`src/rtl/s1_fft_stage_ctrl.sv`:
```
// -----------------------------------------------------------------------------
// s1_fft_stage_ctrl
//
// Sequencer for stage 1 of a 32-point radix-2 single-delay-feedback FFT.
// Tracks the sample index inside a frame from a valid/ready input handshake.
// From that index it drives the butterfly mode, the delay-line shift enable
// and the twiddle index for the stage-1 multiplier. It also drives the output
// valid and frame-start markers. On request it drains the delay line, using
// 16 zero-insertion cycles after the current frame.
//
// Ports:
//   clk             rising-edge clock
//   rst             synchronous active-high reset
//   in_valid        upstream sample valid
//   in_ready        sample accepted when in_valid && in_ready at a rising edge
//   flush           single-cycle request: drain the pipeline after this frame
//   bf_mode         0 = load delay line / pass delayed difference,
//                   1 = butterfly (sum out, difference into delay line)
//   dl_en           delay-line shift enable
//   zero_ins        datapath substitutes 0+j0 for the input sample
//   mult_counter    twiddle index for the stage-1 multiplier
//                   (0..15 twiddle multiply, 16..31 bypass)
//   out_valid       stage-1 output sample valid
//   out_frame_start first output sample of a frame
//   busy            sequencer is not idle
//
// Every output except in_ready and busy is registered. Each one describes the
// sample accepted at the previous edge, so it lines up with the datapath
// input register.
// -----------------------------------------------------------------------------
module s1_fft_stage_ctrl #(
    parameter int N  = 32,
    parameter int CW = 5
) (
    input  logic          clk,
    input  logic          rst,
    input  logic          in_valid,
    output logic          in_ready,
    input  logic          flush,
    output logic          bf_mode,
    output logic          dl_en,
    output logic          zero_ins,
    output logic [CW-1:0] mult_counter,
    output logic          out_valid,
    output logic          out_frame_start,
    output logic          busy
);

    typedef enum logic [1:0] {
        IDLE  = 2'd0,
        FILL  = 2'd1,
        RUN   = 2'd2,
        FLUSH = 2'd3
    } state_t;

    localparam logic [CW-1:0] HALF_M1 = CW'(N / 2 - 1);
    localparam logic [CW-1:0] HALF    = CW'(N / 2);
    localparam logic [CW-1:0] LAST    = CW'(N - 1);

    state_t        state;
    logic [CW-1:0] cnt;
    logic          flush_pend;
    logic          acc;

    // During FLUSH the sequencer generates its own zero samples every cycle.
    // Upstream samples are refused while that happens.
    assign in_ready = (state != FLUSH);
    assign acc      = (state == FLUSH) || (in_valid && in_ready);
    assign busy     = (state != IDLE);

    // NOTE: all state and output registers use non-blocking assignments.
    // Later assignments in this block (cnt clear, flush_pend clear on FLUSH
    // entry) intentionally override the earlier defaults for the same edge.
    always_ff @(posedge clk) begin
        if (rst) begin
            state           <= IDLE;
            cnt             <= '0;
            flush_pend      <= 1'b0;
            bf_mode         <= 1'b0;
            dl_en           <= 1'b0;
            zero_ins        <= 1'b0;
            mult_counter    <= '0;
            out_valid       <= 1'b0;
            out_frame_start <= 1'b0;
        end else begin
            // Per-sample strobes are asserted only in the cycle after an
            // accepted sample.
            dl_en           <= acc;
            zero_ins        <= acc && (state == FLUSH);
            // First-frame samples 0..15 only fill the delay line, so no
            // output exists for them yet.
            out_valid       <= acc && ((state == RUN) || (state == FLUSH));
            out_frame_start <= acc && ((state == RUN) || (state == FLUSH))
                               && (cnt == HALF);

            // Mode and twiddle index hold their last value across stalls.
            if (acc) begin
                bf_mode      <= cnt[CW-1];
                mult_counter <= cnt;
                cnt          <= cnt + 1'b1;
            end

            // A flush request seen mid-frame is remembered until frame end.
            if (flush && ((state == FILL) || (state == RUN)))
                flush_pend <= 1'b1;

            unique case (state)
                IDLE: begin
                    if (acc)
                        state <= FILL;
                end
                FILL: begin
                    if (acc && (cnt == HALF_M1))
                        state <= RUN;
                end
                RUN: begin
                    if (acc && (cnt == LAST) && (flush_pend || flush)) begin
                        state      <= FLUSH;
                        flush_pend <= 1'b0;
                    end
                end
                FLUSH: begin
                    // Half a frame of zeros empties the N/2-deep delay line.
                    if (cnt == HALF_M1) begin
                        state <= IDLE;
                        cnt   <= '0;
                    end
                end
                default: state <= IDLE;
            endcase
        end
    end

endmodule

```
`config.mk`:
```
export PLATFORM = sky130hd
export DESIGN_NAME = s1_fft_stage_ctrl
export DESIGN_NICKNAME = d
export VERILOG_FILES = /design/src/rtl/s1_fft_stage_ctrl.sv
export SDC_FILE = /design/constraint.sdc
export NUM_CORES = 1
export LEC_CHECK = 0
export CAP_MARGIN = 25
export CORE_MARGIN = 3
export CORE_UTILIZATION = 35
export DETAILED_ROUTE_END_ITERATION = 6
export GPL_ROUTABILITY_DRIVEN = 0
export PLACE_DENSITY = 0.62
export SLEW_MARGIN = 10
export SYNTH_ARGS = -nofsm -noshare
export SYNTH_HDL_FRONTEND = slang
export SYNTH_SLANG_ARGS = --single-unit
```
`constraint.sdc`:
```
create_clock -name clk -period 2 [get_ports clk]
set_input_delay 0.3 -clock clk [delete_from_list [all_inputs] [get_ports clk]]
set_output_delay 0.3 -clock clk [all_outputs]
set_load 0.05 [all_outputs]
```
==> Word level (Yosys, flattened, before mapping) <==
Cells that the tools add are included.
{ "totals": {"inputBits": 4, "ff_bits": 18, "output_inout_bits": 12, "wordCells": 47} }
{ "classes": {"mux": 11, "n_addsub": 1, "reduce_logical": 15, "n_eq_ne": 11} }
{ "ops": {"columns": ["op", "n"], "rows": [
  ["5-bit 2-to-1 mux", 3],
  ["5-bit equality test (second input constant)", 2],
  ["1-bit logical AND", 8],
  ["2-bit 2-to-1 mux", 4],
  ["2-bit case mux with 4 select lines", 1],
  ["2-bit by 1-bit inequality test with 1-bit output (second input constant)", 3],
  ["5-bit by 1-bit adder with 5-bit output (second input constant)", 1],
  ["5-bit by 4-bit equality test with 1-bit output (second input constant)", 1],
  ["2-bit equality test (second input constant)", 2],
  ["1-bit logical OR", 4],
  ["2-bit inequality test (second input constant)", 2],
  ["4-bit AND reduction", 1],
  ["1-bit 2-to-1 mux", 3],
  ["2-bit by 1-bit equality test with 1-bit output (second input constant)", 1],
  ["2-bit zero test", 1],
  ["2-bit nonzero test", 1]
]} }

==> Logic depth before layout (Yosys ltp) <==
Gate-level depths: netlist of run 1.
{ "depth": {"word_depth": 7, "depth_mapped": 6, "ltp_nobuf": 6} }

==> Least setup slack after synthesis of run 1 <==
OpenSTA, ideal clock, no wires.
{ "synth_timing": {"path_kind": "flip-flop to flip-flop", "start": "register cnt[0]", "end": "register state[0]", "setup_time_ns": 0.116, "path_stages_with_launch": 7, "synth_period_minus_slack_ns": 1.552, "arrival_time_ns": 1.436, "slack_ns": 0.448, "cell_sequence": "dfxtp_1 ha_1 and3_1 ha_1 o221a_2 o221a_1 o211a_1"} }
{ "synth_between": {"elab_chain_len": 5, "word_cells_on_any_way": 9, "classes_between": "eq/ne: 5; reduce/logical: 4"} }
{ "synth_lines": {"columns": ["item", "line", "text"], "rows": [
  ["start, declared", "61", "logic [CW-1:0] cnt;"],
  ["start signal, assigned", "100", "cnt <= cnt + 1'b1;"],
  ["5-bit equality test", "117", "if (acc && (cnt == LAST) && (flush_pend || flush)) begin"],
  ["1-bit logical AND (2 in a row)", "117", null],
  ["2-bit by 1-bit inequality test with 1-bit output (no source line)", null, null],
  ["4-bit AND reduction (no source line) *", null, null],
  ["end signal, assigned", "114", "state <= RUN;"],
  ["end signal, assigned", "118", "state <= FLUSH;"],
  ["end signal, assigned", "125", "state <= IDLE;"],
  ["end, declared", "60", "state_t state;"]
]} }
Mark *: on every way between the ends. The rest lies on a longest branch, timed or not.
A chain may end at the register's enable or synchronous reset.

==> Worst setup path in the final report of run 1 <==
{ "layout_timing": {"start": "register bf_mode", "end": "output port bf_mode"} }
{ "layout_rtl": {"columns": ["item", "line", "text"], "rows": [
  ["start, declared", "40", "output logic bf_mode,"],
  ["start signal, assigned", "98", "bf_mode <= cnt[CW-1];"]
]} }
No word-level cell between the ends.

==> results.md, run 1 <==
* Psw at 448 µW
* Required time of the critical path at around 1.7 ns
* Unrepaired setup endpoints after global routing: no
* DRC Markers at 0
* Initial Util at 0.392
* Clock H-tree levels at 1
* All-Layer GR Usage at 0.124
* CTS max path bufs at 2
* Gate power share at 0.421
* Setup TNS at 0 ns
* First-pass GRT wire length at 2640 µm
* CTS Hold Bufs at 0
* Worst-path cell chain: clkdlybuf4s50_1
* Area of the mapped netlist at 808 µm²
* ANT nets after route at 0
* Worst setup EP type: output port
* Flops & latches, synth at 17
* Area of placed instances at 983 µm²
* Worst vdd ir at 477 µV
* Vias/cell at 4.81
* Sw Share at 0.416
* Area growth syn-to-layout at 25.1%
* # port buffers at 15
* Syn_nets at 105
* Critical Path AT at 1.46 ns
* Final setup fails at 0
* Worst setup margin at 0.238 ns
* Layout cells sized above 1 at 0.110
* EDFF count, synth at 0
* Placed Cells at 132
* PD cells at 1070 mW/mm²
* Distinct cells, synth at 26
* Ys flop type: dfxtp_1
* Reg clk slew, reported paths at around 0.10 ns
* Buf/Inv on CP at 1
* Clock power share at 0.178
* Overall die height at roughly 54 µm
* Maxcap violations at 0
* CTS root buffer: clkbuf_4
* Filler instances at 201
* Sequential share of power at 0.400
* Delay of the slowest critical-path stage at 0.81 ns
* Reg2Reg Setup Slack at approximately 0.36 ns
* Sequential-to-total area share from yosys stat at 0.421
* Width of the die at 54.1 µm
* Post-route insts no fill at 136
* Iter 0 DRT Violations at 11
* Crit Path Max Fanout at 3
* Total CTS buffers at 3
* CORE AREA at about 0.0021 mm²
* Nets at 124
* HPWL Detailed at 1200 µm
* Initial antenna violation count at 0
* Slew margin rel. at 0.658
* Post-Layout Inst Area at 0.00101 mm²
* Most frequent cells in the layout: nand2_1, dfxtp_1, clkdlybuf4s50_1
* Post-synth top area share at 0.421
* Final Hold Fails at 0
* Int Pwr at approximately 630 µW
* Leakage power at roughly 0.42 nW
* Vias in the first global route at 612
* Die area at 0.00292 mm²
* # IOs at 16
* Crit share post-route at 0.881
* Worst Tran Pin Value at 0.511 ns
* CTS resizes at 0
* Hold crit path type: flip-flop to flip-flop
* FF/Latch Area at 340 µm²
* Mean Syn Cell Area at between 8 and 9 µm²
* CTS tree: built
* Vias after detailed routing at approximately 650
* CP Class: flip-flop to output port
* Async SR Flop Fraction at 0
* GRT Residual Overflow at 0
* Routed WL per cell at 11.6 µm
* Status: finished, final reports clean
* Diode count at 0
* Largest net degree at the start of global routing at 11
* Worst path slowest cell: clkdlybuf4s50_1
* Largest cells by area after synthesis: dfxtp_1, ha_1, nand2_1
* Syn. warnings at 0
* Routed WL at 1580 µm
* Insertion delay to the later sink of the worst-skew pair at approximately 0.30 ns
* Place WS at 0.334 ns
* Clk_skew at 0.00280 ns
* CP delay by family, top: buffers and inverters
* DRT Pass-1 Iters at 4
* Total power draw at 1.08 mW
* Gate Count Post-Synth at 91
* Sink Count at 17
* Leading area contributor after synthesis: dfxtp_1
* Min cycle time layout at 1.76 ns
* Fmax at between 500 and 600 MHz
* Final slew viol count at 0
* Startpoint Class: flip-flop
* Multi-input logic area at 415 µm²
* # rows at 16
* Post-CTS setup buffer count at 0
[cells in the mapped netlist (all sizes together), types with 2 or more instances]
| cell | n |
|---|---|
| ha | 10 |
| a211oi | 2 |
| buf | 2 |
| inv | 9 |
| o221a | 2 |
| o21ai | 2 |
| a21oi | 10 |
| nand2 | 17 |
| dfxtp | 17 |
| nor2 | 7 |
[kinds of logic after synthesis]
group                      Yosys count  share of synthesized area
adders and majority gates           10                      0.155
muxes                                1                     0.0124
xor gates and xnor gates             1                     0.0108
and+or+nand+nor                     31                      0.178
DFF                                 17                      0.421
AOI/OAI and AO/OA                   19                      0.158
buffers and inverters               12                     0.0650
[final cells by class]
cell class	count	share of cell area
flip-flops and latches	17	0.337
inverters	9	0.0334
multi-input cells	62	0.411
well taps	27	0.0334
clock inverters	1	0.00495
clock buffers	3	0.0223
repair buffers	17	0.158
[power groups by stage]
stage / clock network (mW) / logic, mW / registers (mW)
after global routing: 0.206 / 0.499 / 0.437
after floorplan: 0 / 0.301 / 0.468
after global placement: 0 / 0.446 / 0.436
after CTS: 0.194 / 0.456 / 0.431
after detailed placement: 0 / 0.454 / 0.439
final: 0.192 / 0.454 / 0.431
[registers in the layout, indices dropped and copies added (netlist names)]
name             count
cnt                  5
zero_ins             1
bf_mode              1
out_frame_start      1
out_valid            1
mult_counter         4
flush_pend           1
dl_en                1
state                2
[worst min-delay path: stages (launching register included)]
cell and delay (ns):
dfxtp_1 0.32, nand2_1 0.05, a21oi_1 0.05
[worst paths after layout]
path | start | endpoint | cells past startpoint
setup / recovery | bf_mode | bf_mode | 1
setup reg to reg | cnt[0] | state[1] | 6
hold reg to reg | mult_counter[2] | mult_counter[2] | 2
hold / removal | mult_counter[2] | mult_counter[2] | 2
[per-stage QoR]
stage	utilization	hold WS [ns]
after floorplan	-	0.380
after detailed placement	0.477	0.447
after CTS	0.490	0.461
after global placement	0.477	0.440
after global routing	0.490	0.486
final	0.490	0.460
[metal layers]
layer / routed length [µm] / GRT usage / up-vias
li1: - / - / 337
met4: 24 / 0.0747 / 0
met5: 0 / 0 / -
met3: 70 / 0.00831 / 2
met1: 844 / 0.164 / 300
met2: 642 / 0.196 / 15
(Power assumes the default switching activity.)
==> inputs of run 2 (changes only) <==
--- a/config.mk
+++ b/config.mk
@@ -11,6 +11,7 @@
 export DETAILED_ROUTE_END_ITERATION = 6
 export GPL_ROUTABILITY_DRIVEN = 0
 export PLACE_DENSITY = 0.62
+export SKIP_LAST_GASP = 1
 export SLEW_MARGIN = 10
 export SYNTH_ARGS = -nofsm -noshare
 export SYNTH_HDL_FRONTEND = slang
==> results of run 2 <==
The final DEF is identical to that of run 1; final timing and power are the same.
